### config.mk
export PLATFORM = sky130hd
export DESIGN_NAME = board_tx
export DESIGN_NICKNAME = d
export VERILOG_FILES = /design/src/rtl/board_tx_pkg.sv /design/src/rtl/board_tx_bit_timer.sv /design/src/rtl/board_tx.sv
export SDC_FILE = /design/constraint.sdc
export NUM_CORES = 1
export LEC_CHECK = 0
export ABC_AREA = 1
export BUFFER_PORTS_ARGS = -buffer_cell sky130_fd_sc_hd__buf_2
export CORE_ASPECT_RATIO = 1.2
export CORE_MARGIN = 1
export CORE_UTILIZATION = 40
export DETAILED_ROUTE_END_ITERATION = 12
export PLACE_DENSITY_LB_ADDON = 0.15
export SETUP_SLACK_MARGIN = 0.15
export SYNTH_ARGS = -nofsm -noshare
export SYNTH_HDL_FRONTEND = slang
export SYNTH_SLANG_ARGS = --single-unit
export TNS_END_PERCENT = 10
### constraint.sdc
create_clock -name i_clka -period 1.62 [get_ports i_clka]
set_input_delay 0.324 -clock i_clka [delete_from_list [all_inputs] [get_ports i_clka]]
set_output_delay 0.324 -clock i_clka [all_outputs]
set_load 0.02 [all_outputs]
### src/rtl/board_tx_pkg.sv
// Shared types and constants for the board snapshot serial transmitter.
// Parity support is selected with the BOARD_TX_PARITY_EN macro.
package board_tx_pkg;

  typedef enum logic [2:0] {
    ST_IDLE   = 3'd0,
    ST_START  = 3'd1,
    ST_DATA   = 3'd2,
    ST_PARITY = 3'd3,
    ST_STOP   = 3'd4
  } tx_state_e;

  localparam int BOARD_W_DEF      = 32;
  localparam int FRAME_BITS_NOPAR = BOARD_W_DEF + 2;
  localparam int FRAME_BITS_PAR   = BOARD_W_DEF + 3;
  localparam int BIT_IDX_W        = $clog2(BOARD_W_DEF);

endpackage

### src/rtl/board_tx_bit_timer.sv
// Bit-period divider: counts 0..CLKS_PER_BIT-1 and strobes o_tc on the last
// count. A synchronous clear parks it at 0 so a new bit period starts cleanly.
module bit_timer #(
  parameter int CLKS_PER_BIT = 4
) (
  input  logic i_clk,
  input  logic i_clr,
  output logic o_tc
);

  logic [7:0] r_cnt;

  assign o_tc = (r_cnt == 8'(CLKS_PER_BIT - 1));

  always_ff @(posedge i_clk) begin
    if (i_clr)     r_cnt <= '0;
    else if (o_tc) r_cnt <= '0;
    else           r_cnt <= r_cnt + 8'd1;
  end

endmodule

### src/rtl/board_tx.sv
// Serial transmitter for the board snapshot: start bit, data MSB first, optional
// odd parity (BOARD_TX_PARITY_EN), stop bit. All outputs are registered.
//
// state     | meaning
// ST_IDLE   | line high, waiting for a load request
// ST_START  | driving the start bit (low)
// ST_DATA   | driving shift-register MSB, one bit per timer period
// ST_PARITY | driving odd parity of the captured word
// ST_STOP   | driving the stop bit (high)
module board_tx
  import board_tx_pkg::*;
#(
  parameter int BOARD_W      = BOARD_W_DEF,
  parameter int CLKS_PER_BIT = 4
) (
  input  logic               i_clka,
  input  logic               i_restart,
  input  logic               i_load,
  input  logic [BOARD_W-1:0] i_board_in,
  output logic               o_tx_out,
  output logic               o_busy,
  output logic               o_frame_done,
  output logic               o_overrun
);

  localparam int IDX_W = $clog2(BOARD_W);

  tx_state_e          r_state;
  logic [BOARD_W-1:0] r_shift;
  logic [IDX_W-1:0]   r_bit_idx;
  logic               r_tx;
  logic               r_busy;
  logic               r_done;
  logic               r_overrun;
`ifdef BOARD_TX_PARITY_EN
  logic               r_parity;
`endif
  logic               w_tc;
  logic               w_timer_clr;

  // The timer idles at 0 so the first START cycle is count 0.
  assign w_timer_clr = i_restart | (r_state == ST_IDLE);

  bit_timer #(.CLKS_PER_BIT(CLKS_PER_BIT)) u_bit_timer (
    .i_clk (i_clka),
    .i_clr (w_timer_clr),
    .o_tc  (w_tc)
  );

  always_ff @(posedge i_clka) begin
    if (i_restart) begin
      r_state   <= ST_IDLE;
      r_shift   <= '0;
      r_bit_idx <= '0;
      r_tx      <= 1'b1;
      r_busy    <= 1'b0;
      r_done    <= 1'b0;
      r_overrun <= 1'b0;
`ifdef BOARD_TX_PARITY_EN
      r_parity  <= 1'b0;
`endif
    end else begin
      r_done <= 1'b0;
      if (i_load && r_busy) r_overrun <= 1'b1;
      case (r_state)
        ST_IDLE: begin
          if (i_load) begin
            r_shift   <= i_board_in;
            r_bit_idx <= '0;
            r_state   <= ST_START;
            r_tx      <= 1'b0;
            r_busy    <= 1'b1;
`ifdef BOARD_TX_PARITY_EN
            r_parity  <= ~^i_board_in;
`endif
          end
        end
        ST_START: begin
          if (w_tc) begin
            r_state <= ST_DATA;
            r_tx    <= r_shift[BOARD_W-1];
          end
        end
        ST_DATA: begin
          // tx is registered, so the bit following the shift is read at [W-2].
          if (w_tc) begin
            r_shift <= r_shift << 1;
            if (r_bit_idx == IDX_W'(BOARD_W - 1)) begin
`ifdef BOARD_TX_PARITY_EN
              r_state <= ST_PARITY;
              r_tx    <= r_parity;
`else
              r_state <= ST_STOP;
              r_tx    <= 1'b1;
`endif
            end else begin
              r_bit_idx <= r_bit_idx + 1'b1;
              r_tx      <= r_shift[BOARD_W-2];
            end
          end
        end
`ifdef BOARD_TX_PARITY_EN
        ST_PARITY: begin
          if (w_tc) begin
            r_state <= ST_STOP;
            r_tx    <= 1'b1;
          end
        end
`endif
        ST_STOP: begin
          if (w_tc) begin
            r_state <= ST_IDLE;
            r_tx    <= 1'b1;
            r_busy  <= 1'b0;
            r_done  <= 1'b1;
          end
        end
        default: begin
          r_state <= ST_IDLE;
          r_tx    <= 1'b1;
          r_busy  <= 1'b0;
        end
      endcase
    end
  end

  assign o_tx_out     = r_tx;
  assign o_busy       = r_busy;
  assign o_frame_done = r_done;
  assign o_overrun    = r_overrun;

endmodule

# Word-level counts from Yosys, hierarchy flattened
# Index checks and enable logic that the tools add are counted.
# totals
wordCells	58
input_bits	35
register_bits	52
output_inout_bits	4
# classes
eq_ne	11
n_addsub	2
n_bitwise	3
muxes	23
reduce_logical	11
# op_table
operator	count
2-to-1 mux 32 bit	2
case mux 32 bit (2 select lines)	1
2-to-1 mux 3 bit	5
2-to-1 mux 5 bit	3
case mux 3 bit (4 select lines)	1
case mux 5 bit (2 select lines)	1
adder 8 x 1 -> 8 bit, second input constant	1
equality test 8 x 2 -> 1 bit, second input constant	1
2-to-1 mux 1 bit	8
AND reduction 4 bit	2
!= test 2 x 1 -> 1 bit, second input constant	3
!= test 2 bit, second input constant	3
AND reduction 3 bit	2
OR reduction 2 bit	3
adder 5 x 1 -> 5 bit, second input constant	1
equality test 5 bit, second input constant	1
AND reduction 5 bit	1
case mux 1 bit (4 select lines)	1
equality test 3 x 1 -> 1 bit, second input constant	1
equality test 3 x 2 -> 1 bit, second input constant	1
equality test 3 bit, second input constant	1
logical NOT 3 bit	1
case mux 1 bit (3 select lines)	1
NOT 1 bit	2
other kinds (3)	3

# Longest topological paths before layout
# Gate-level depths: netlist of run 1.
# logic_depth
word_depth	4
mapped_depth	12
mapped_depth_nobuf	12

# By module
# From an unflattened synthesis of run 1, not the netlist that was laid out.
# hier_totals
hier_cells	412
hier_area_um2	2620.0
# by_module_without_submodules
mod	seq_area_each_um2	cells_per_inst	area_per_inst_um2	n_inst
board_tx	880.8	347	2163.3	1
bit_timer	160.2	65	456.7	1

# Least setup slack after synthesis of run 1
# Ideal clock, no wire load.
# synth_path
path_kind	flip-flop to flip-flop
startpoint	reg r_bit_idx[0]
endpoint	reg r_bit_idx[0]
arrival_time_ns	1.367
setup_time_ns	0.115
path_slack_ns	0.138
path_buffers	0
path_stages_with_launch	11
t_required_ns	1.505
synth_period_minus_slack_ns	1.482
cell_sequence	dfxtp_1 ha_1 nand2_1 nor2_1 ha_1 inv_1 nand3_1 nand2_1 nand4_1 nand2_1 nor2_1
# synth_via
elab_chain_cells	4
word_cells_on_any_way	7
cone_classes	add/sub: 1; eq/ne: 2; mux: 3; reduce/logical: 1
# synth_rtl
element	line	rtl
start: declaration	board_tx.sv:30	logic [IDX_W-1:0] r_bit_idx;
start signal: assignment	board_tx.sv:97	r_bit_idx <= r_bit_idx + 1'b1;
adder 5 x 1 -> 5 bit	board_tx.sv:97	
2-to-1 mux 5 bit	board_tx.sv:88	if (r_bit_idx == IDX_W'(BOARD_W - 1)) begin
2-to-1 mux 5 bit	board_tx.sv:86	if (w_tc) begin
case mux 5 bit (2 select lines)	board_tx.sv:65	case (r_state)
# Parallel ways exist; a longest one is shown, timed or not. The select of a mux whose other input is x is not followed.
# A chain may end at the register's enable or synchronous reset.

# Worst setup path in the final report of run 1
# layout_path
startpoint	reg u_bit_timer.r_cnt[0]
endpoint	reg r_shift[22]
# layout_via
elab_chain_cells	3
# layout_rtl
element	line	rtl
start: declaration	board_tx_bit_timer.sv:11	logic [7:0] r_cnt;
start signal: assignment	board_tx_bit_timer.sv:18	else r_cnt <= r_cnt + 8'd1;
equality test 8 x 2 -> 1 bit	board_tx_bit_timer.sv:13	assign o_tc = (r_cnt == 8'(CLKS_PER_BIT - 1));
!= test 2 x 1 -> 1 bit (no line)	-	
AND reduction 3 bit (no line)	-	
end signal: assignment	board_tx.sv:68	r_shift <= i_board_in;
end signal: assignment	board_tx.sv:87	r_shift <= r_shift << 1;
end: declaration	board_tx.sv:29	logic [BOARD_W-1:0] r_shift;
# Every way passes these cells.

==> flow_results.xml, run 1 <==
<?xml version="1.0" encoding="UTF-8"?>
<metrics>
  <group name="synth">
    <metric name="number_of_enable_type_register_cells_in_the_synthesized_netlist" unit="">0</metric>
    <metric name="asyncSetResetFlopFracSynth" unit="">0</metric>
    <metric name="synth_largest_area_cell" unit="">dfxtp_1</metric>
    <metric name="syn-cell-area" unit="um2">2537</metric>
    <metric name="yosys-mux-area-fraction" unit="">0</metric>
    <metric name="post_synth_fa_ha_maj_area_fraction" unit="">0.01479</metric>
    <metric name="synth-compound-area-share" unit="">0.09467</metric>
    <metric name="ys_seq_elements" unit="">52</metric>
    <metric name="xor_xnor_cell_area_share_of_the_yosys_netlist" unit="">0</metric>
    <metric name="synth.net_count" unit="">428</metric>
    <metric name="ys_top_cells_by_area" unit="">dfxtp_1 (41%), nand2_1 (19%), nor2_1 (13%)</metric>
    <metric name="syn_avg_cell_area" unit="um2">6.506</metric>
    <metric name="synth_top_flop_cell" unit="">dfxtp_1</metric>
    <metric name="warnings_from_yosys" unit="">0</metric>
    <metric name="yosys.area_share.simple" unit="">0.3994</metric>
    <metric name="synth_cell_types" unit="">24</metric>
    <metric name="synth_top_family_by_area" unit="">simple AND/OR/NAND/NOR gates</metric>
    <metric name="synth_sequential_area_ratio" unit="">0.4103</metric>
    <metric name="postSynthCellCount" unit="">390</metric>
    <metric name="synth.top_cell.area_share" unit="">0.4103</metric>
  </group>
  <group name="run">
    <metric name="max-cap-violations" unit="">0</metric>
  </group>
  <group name="cts">
    <metric name="cts_hold_buf" unit="">0</metric>
    <metric name="tritoncts.num_buffers" unit="">5</metric>
    <metric name="clock_insertion_delay_worst_skew" unit="ns">0.30</metric>
    <metric name="cts_tree" unit="">built</metric>
    <metric name="numClockSinks" unit="">52</metric>
    <metric name="clk_root_buffer_cell" unit="">clkbuf_8</metric>
    <metric name="clock_tree.buffer_depth" unit="">2</metric>
    <metric name="h_tree_level_count" unit="">2</metric>
    <metric name="clk_pin_slew_worst_paths" unit="ns">0.09</metric>
  </group>
  <group name="routing">
    <metric name="drt_iter0_markers" unit="">116</metric>
    <metric name="drcViolationCount" unit="">0</metric>
    <metric name="route.detailed.wl_per_inst" unit="um">10.61</metric>
    <metric name="ant_nets" unit="">0</metric>
    <metric name="firstDrtPassIters" unit="">4</metric>
    <metric name="route.vias.total" unit="">2483</metric>
    <metric name="finalWirelength" unit="um">5569</metric>
    <metric name="drt-vias-per-instance" unit="">4.730</metric>
  </group>
  <group name="place">
    <metric name="placed_cells" unit="">508</metric>
    <metric name="gp_congestion" unit="">0.7908</metric>
    <metric name="dpl_cell_area" unit="um2">2856</metric>
    <metric name="hpwlAfterDp" unit="um">3743</metric>
    <metric name="placement.setup.worst_slack" unit="ns">0.03490</metric>
    <metric name="port_buffers" unit="">38</metric>
  </group>
  <group name="global_route">
    <metric name="grt_antenna_before_repair" unit="">0</metric>
    <metric name="grt_pass1_vias" unit="">2289</metric>
    <metric name="aggregate_global_route_resource_usage" unit="">0.1834</metric>
    <metric name="grt_pass1_wl" unit="um">9522</metric>
    <metric name="grt_max_degree" unit="">26</metric>
    <metric name="grt_remaining_overflow" unit="">0</metric>
  </group>
  <group name="floorplanning">
    <metric name="initial_core_util" unit="">0.4167</metric>
    <metric name="die-height" unit="um">89.25</metric>
    <metric name="placement_rows" unit="">31</metric>
    <metric name="core_region_area" unit="um2">6090</metric>
    <metric name="chipWidth" unit="um">74.71</metric>
    <metric name="die_area" unit="um2">6667</metric>
    <metric name="boundaryPins" unit="">39</metric>
  </group>
  <group name="sta">
    <metric name="holdWs" unit="ns">0.2629</metric>
    <metric name="fraction_of_the_cycle_the_final_worst_path_needs" unit="">0.8911</metric>
    <metric name="timing.final.crit_period" unit="ns">1.444</metric>
    <metric name="final_setup_violations" unit="">0</metric>
    <metric name="final_max_slew_viol_count" unit="">0</metric>
    <metric name="final.setup.worst_slack" unit="ns">0.1763</metric>
    <metric name="worst-slew-pin-transition" unit="ns">0.2757</metric>
    <metric name="timing.slew.headroom" unit="">0.8155</metric>
    <metric name="worst_clock_skew" unit="ns">0.005609</metric>
    <metric name="hold_viol" unit="">0</metric>
    <metric name="setup_total_negative_slack" unit="ns">0</metric>
    <metric name="achievable-frequency" unit="MHz">692.7</metric>
    <metric name="rsz0062_at_grt" unit="">yes</metric>
  </group>
  <group name="worst_setup_path">
    <metric name="worstSetupEndpointType" unit="">flip-flop</metric>
    <metric name="path_cells" unit="">ha_4 &gt; nand2_1 &gt; nor2_2 &gt; nand2_2 &gt; nand2_4 &gt; nand2_8 &gt; buf_12 &gt; o21ai_0 &gt; nor2_1</metric>
    <metric name="worst-setup-path-type" unit="">flip-flop to flip-flop</metric>
    <metric name="worst_path_buf_inv" unit="">1</metric>
    <metric name="worst_setup_path_start_kind" unit="">flip-flop</metric>
    <metric name="crit_family" unit="">simple AND/OR/NAND/NOR gates</metric>
    <metric name="critPathSlowestCell" unit="">dfxtp_4</metric>
    <metric name="setup.worst_path.start" unit="">u_bit_timer.r_cnt[0]</metric>
    <metric name="required" unit="ns">1.81</metric>
    <metric name="critical_path_peak_fanout" unit="">6</metric>
    <metric name="critPathArrivalTime" unit="ns">1.63</metric>
    <metric name="r2r_start" unit="">u_bit_timer.r_cnt[0]</metric>
    <metric name="timing.critical_path.slowest_cell_delay" unit="ns">0.37</metric>
  </group>
  <group name="power_and_ir_drop">
    <metric name="power.static_leakage" unit="uW">0.001569</metric>
    <metric name="pwr-share-seq" unit="">0.315</metric>
    <metric name="pint" unit="uW">3636</metric>
    <metric name="pwr-share-comb" unit="">0.559</metric>
    <metric name="clock_power_share" unit="">0.126</metric>
    <metric name="irDropWorstVdd" unit="mV">0.9564</metric>
    <metric name="switching_share" unit="">0.4168</metric>
    <metric name="switching_power" unit="uW">2599</metric>
    <metric name="pwr_density_cell" unit="nW/um2">1924</metric>
  </group>
  <group name="final_layout">
    <metric name="drive_gt1_frac" unit="">0.2596</metric>
    <metric name="areaGrowthSynthToFinish" unit="%">27.71</metric>
    <metric name="final_cell_count_no_fill" unit="">525</metric>
    <metric name="antenna-diode-count" unit="">0</metric>
    <metric name="num-nets-final" unit="">481</metric>
    <metric name="stdcell_area" unit="um2">3241</metric>
    <metric name="n_fill_cell" unit="">620</metric>
  </group>
  <group name="run_status">
    <metric name="outcome" unit="">complete, no violations</metric>
  </group>
  <group name="worst_hold_path">
    <metric name="hold_path.class" unit="">primary input to flip-flop</metric>
    <metric name="min_from" unit="">i_restart</metric>
  </group>
</metrics>
synthesized netlist by cell type (2+ instances only):
master / count
nand2_1: 130
buf_4: 6
clkbuf_1: 4
buf_2: 4
inv_1: 17
ha_1: 3
or2_2: 2
nand2_4: 2
buf_6: 3
dfxtp_1: 52
a21oi_1: 9
nor2_1: 85
inv_4: 2
a31oi_1: 4
o21ai_0: 34
inv_2: 4
nand4_1: 8
nand3_1: 15
final timing paths:
kind | endpoint | slack (ns) | cells past startpoint
setup reg to reg | r_shift[22] | 0.18 | 9
hold / removal | r_state[0] | 0.26 | 2
setup / recovery | r_shift[22] | 0.18 | 9
hold reg to reg | u_bit_timer.r_cnt[0] | 0.45 | 1
sequential cells by signal, indices dropped and copies added, names as in the netlist:
signal and count:
r_shift 32, u_bit_timer.r_cnt 8, r_bit_idx 5, r_state 3, o_busy 1, o_frame_done 1
o_overrun 1, o_tx_out 1
placed cells by master (no fill, tap or decap), types with 3 or more instances in the layout:
| master | count |
|---|---|
| dfxtp_2 | 4 |
| nand2_1 | 121 |
| a21oi_1 | 8 |
| o21ai_0 | 13 |
| nand2_2 | 5 |
| inv_2 | 6 |
| nand2_4 | 6 |
| buf_12 | 4 |
| nand3_1 | 12 |
| a31oi_1 | 4 |
| inv_1 | 15 |
| clkbuf_8 | 7 |
| nor2_2 | 5 |
| nor2_1 | 79 |
| o21ai_1 | 18 |
| nand4_1 | 8 |
| buf_2 | 38 |
| buf_6 | 4 |
| dfxtp_1 | 46 |
| buf_4 | 15 |
| nand3_2 | 3 |
| o21ai_2 | 3 |
worst register-to-register path, cell delays in order (launching register included):
cell     delay (ns)
dfxtp_4        0.37
ha_4           0.13
nand2_1        0.07
nor2_2         0.09
nand2_2        0.12
nand2_4        0.11
nand2_8        0.09
buf_12         0.14
o21ai_0        0.16
nor2_1         0.05
kinds of logic (layout without fill, tap and decap cells):
group | Yosys count | in the layout
AOI/OAI and AO/OA | 47 | 47
adders and majority gates | 3 | 3
buffers and inverters | 40 | 92
DFF | 52 | 52
and+or+nand+nor | 248 | 249
through the flow:
step	power [uW]	util
floorplan	3999	-
global placement	4626	0.4691
detailed placement	4658	0.4691
CTS	5751	0.5001
global route	6830	0.5322
finish	6235	0.5322
power by group through the flow:
stage	Combinational [uW]	Sequential, uW	Clock (uW)
2_1_floorplan	2070	1930	0
3_3_place_gp	2680	1940	0
4_1_cts	3000	1930	821
6_report	3490	1960	786
5_1_grt	3950	2020	863
3_5_place_dp	2710	1950	0
layer usage:
layer | part of all wire | GRT usage | vias to the layer above | routed length, um
met3 | 0.036 | 0.03495 | 9 | 201
met1 | 0.46 | 0.2219 | 1089 | 2544
met2 | 0.49 | 0.3170 | 49 | 2715
met4 | 0.019 | 0.07376 | 0 | 108
li1 | - | - | 1336 | -
met5 | 0 | 0 | - | 0
cell type report:
| cell class | count | area [um2] | area share |
|---|---|---|---|
| clock buffer | 7 | 96.34 | 0.02973 |
| tap | 82 | 102.6 | 0.03166 |
| timing repair buffer | 62 | 452.9 | 0.1398 |
| inverter | 23 | 96.34 | 0.02973 |
| multi-input combinational | 299 | 1439 | 0.4440 |
| sequential | 52 | 1054 | 0.3251 |
timing repair:
item	4_1_cts	5_1_grt
endpoints found under the setup margin	42	50
gates cloned	1	1
gates resized for setup	16	55
pin swaps	3	8
buffers inserted	4	4
(Power assumes the default switching activity.)
==> inputs of run 2 (changes only) <==
GPL_TIMING_DRIVEN = 0   (was default)
HOLD_SLACK_MARGIN = 0.06   (was default)
==> flow_results.xml, run 2 (synthesis gave the netlist of run 1 again) <==
<?xml version="1.0" encoding="UTF-8"?>
<metrics>
  <group name="run_status">
    <metric name="outcome" unit="">complete, no violations</metric>
  </group>
  <group name="floorplanning">
    <metric name="die-height" unit="um">89.25</metric>
    <metric name="die_area" unit="um2">6667</metric>
    <metric name="placement_rows" unit="">31</metric>
    <metric name="boundaryPins" unit="">39</metric>
    <metric name="chipWidth" unit="um">74.71</metric>
    <metric name="core_region_area" unit="um2">6090</metric>
    <metric name="initial_core_util" unit="">0.4167</metric>
  </group>
  <group name="final_layout">
    <metric name="regMostFlops" unit="">r_shift</metric>
    <metric name="largest_registers" unit="">r_shift: 32 flops, u_bit_timer.r_cnt: 8 flops, r_bit_idx: 5 flops</metric>
    <metric name="areaGrowthSynthToFinish" unit="%">30.08</metric>
    <metric name="layout_commonest_cell" unit="">nand2_1</metric>
    <metric name="largest_reg_flops" unit="">32</metric>
    <metric name="drive_gt1_frac" unit="">0.2667</metric>
    <metric name="antenna-diode-count" unit="">0</metric>
    <metric name="layout_common_cells" unit="">nand2_1 (122), nor2_1 (72), dfxtp_1 (46)</metric>
    <metric name="num-nets-final" unit="">488</metric>
    <metric name="final_cell_count_no_fill" unit="">532</metric>
    <metric name="final_core_util" unit="">0.5420</metric>
  </group>
  <group name="global_route">
    <metric name="grt_remaining_overflow" unit="">0</metric>
    <metric name="grt_antenna_before_repair" unit="">0</metric>
    <metric name="grt_pass1_wl" unit="um">9535</metric>
    <metric name="grt_pass1_vias" unit="">2190</metric>
    <metric name="aggregate_global_route_resource_usage" unit="">0.1833</metric>
    <metric name="grt_max_degree" unit="">15</metric>
  </group>
  <group name="routing">
    <metric name="firstDrtPassIters" unit="">4</metric>
    <metric name="ant_nets" unit="">0</metric>
    <metric name="drt_iter0_markers" unit="">125</metric>
    <metric name="drt-vias-per-instance" unit="">4.758</metric>
    <metric name="drcViolationCount" unit="">0</metric>
    <metric name="finalWirelength" unit="um">6036</metric>
    <metric name="route.detailed.wl_per_inst" unit="um">11.35</metric>
    <metric name="route.vias.total" unit="">2531</metric>
  </group>
  <group name="worst_setup_path">
    <metric name="timing.rr.end" unit="">r_bit_idx[3]</metric>
    <metric name="critical_path_peak_fanout" unit="">5</metric>
    <metric name="required" unit="ns">1.83</metric>
    <metric name="worst-setup-path-type" unit="">flip-flop to flip-flop</metric>
    <metric name="timing.critical_path.slowest_cell_delay" unit="ns">0.37</metric>
    <metric name="reg2reg_setup_slack" unit="ns">0.17</metric>
    <metric name="worst_r2r_path_depth" unit="">9</metric>
    <metric name="worstSetupEndpointType" unit="">flip-flop</metric>
    <metric name="critPathArrivalTime" unit="ns">1.66</metric>
    <metric name="critPathSlowestCell" unit="">dfxtp_2</metric>
    <metric name="path_cells" unit="">ha_4 &gt; nand2_4 &gt; nor2_2 &gt; ha_2 &gt; inv_2 &gt; nand3_4 &gt; nand2_2 &gt; a31oi_1 &gt; nor2_1</metric>
    <metric name="worst_setup_path_start_kind" unit="">flip-flop</metric>
    <metric name="r2r_start" unit="">r_bit_idx[1]</metric>
  </group>
  <group name="cts">
    <metric name="cts_hold_buf" unit="">0</metric>
    <metric name="cts_tree" unit="">built</metric>
    <metric name="tritoncts.num_buffers" unit="">5</metric>
    <metric name="h_tree_level_count" unit="">2</metric>
    <metric name="clk_pin_slew_worst_paths" unit="ns">0.09</metric>
    <metric name="clock_tree.buffer_depth" unit="">2</metric>
    <metric name="clk_root_buffer_cell" unit="">clkbuf_8</metric>
    <metric name="numClockSinks" unit="">52</metric>
    <metric name="clock_insertion_delay_worst_skew" unit="ns">0.31</metric>
  </group>
  <group name="sta">
    <metric name="fraction_of_the_cycle_the_final_worst_path_needs" unit="">0.8973</metric>
    <metric name="holdWs" unit="ns">0.2527</metric>
    <metric name="worst_clock_skew" unit="ns">0.008402</metric>
    <metric name="final.setup.worst_slack" unit="ns">0.1663</metric>
    <metric name="timing.slew.headroom" unit="">0.6829</metric>
    <metric name="worst-slew-pin-transition" unit="ns">0.4757</metric>
    <metric name="final_setup_violations" unit="">0</metric>
    <metric name="timing.final.crit_period" unit="ns">1.454</metric>
    <metric name="rsz0062_at_grt" unit="">yes</metric>
    <metric name="final_max_slew_viol_count" unit="">0</metric>
    <metric name="hold_viol" unit="">0</metric>
    <metric name="achievable-frequency" unit="MHz">687.9</metric>
  </group>
  <group name="run">
    <metric name="max-cap-violations" unit="">0</metric>
  </group>
  <group name="place">
    <metric name="hpwlAfterDp" unit="um">3798</metric>
    <metric name="gp_congestion" unit="">0.7919</metric>
    <metric name="port_buffers" unit="">38</metric>
    <metric name="placed_cells" unit="">510</metric>
    <metric name="placement.setup.worst_slack" unit="ns">-0.09751</metric>
  </group>
  <group name="worst_hold_path">
    <metric name="hold_path.class" unit="">primary input to flip-flop</metric>
    <metric name="hold-path-endpoint" unit="">r_state[0]</metric>
    <metric name="min_from" unit="">i_restart</metric>
    <metric name="hold_path_depth" unit="">2</metric>
  </group>
  <group name="power_and_ir_drop">
    <metric name="irDropWorstVdd" unit="mV">0.7729</metric>
    <metric name="power.static_leakage" unit="uW">0.001596</metric>
    <metric name="fin_total_pwr" unit="uW">6373</metric>
    <metric name="pwr_density_cell" unit="nW/um2">1931</metric>
  </group>
</metrics>
## run 2: report_power, final
part,leakage (uW),internal [uW],switching (uW)
registers,0.000432,1700,275
clock network,0.0000410,296,432
logic,0.00112,1650,2020
total,0.00160,3650,2730
## run 2: area by class of cell
class	instances	area [um2]
Timing Repair Buffer	52	365.4
Tap cell	82	102.6
Inverter	23	103.9
Clock inverter	1	5.005
Multi-Input combinational cell	299	1449
Buffer	17	148.9
Clock buffer	6	72.57
Sequential cell	52	1054
Fill cell	601	2789
## run 2: critical path, delay by kind of cell, from the launching register on
kind | cells | cell delay [ns]
flops | 1 | 0.37
simple gates | 5 | 0.42
compound gates | 1 | 0.19
buf+inv | 1 | 0.05
fa+ha+maj | 2 | 0.32
## run 2: metal layers
layer  global-route usage  routed length, um  up-vias
li1                     -                  -     1353
met1               0.2259               2804     1133
met2               0.3260               3003       40
met3              0.03044                162        5
met4              0.05146                 65        0
met5                    0                  0        -
## run 2: stage by stage
stage / setup TNS [ns] / cell area (um2)
6_report: 0 / 3301
5_1_grt: 0 / 3301
4_1_cts: 0 / 3012
3_5_place_dp: -0.3945 / 2833
3_3_place_gp: -0.2860 / 2833
2_1_floorplan: 0 / 2540
## run 2: worst max-delay path by stage
stage	from	end	slack (ns)	cells after the start
after floorplan	r_bit_idx[0]	r_bit_idx[0]	0.19	10
after global placement	i_restart	r_shift[19]	-0.07	6
after detailed placement	i_restart	r_shift[19]	-0.1	6
after CTS	u_bit_timer.r_cnt[1]	r_shift[10]	0.13	10
after global routing	r_bit_idx[1]	r_state[1]	0.07	11
final	r_bit_idx[1]	r_bit_idx[3]	0.17	9
## run 2: timing repair
item	CTS	global route
resized for setup	36	55
setup endpoints to repair	44	48
buffers inserted	7	3
pin swaps	5	12
cloned	1	4
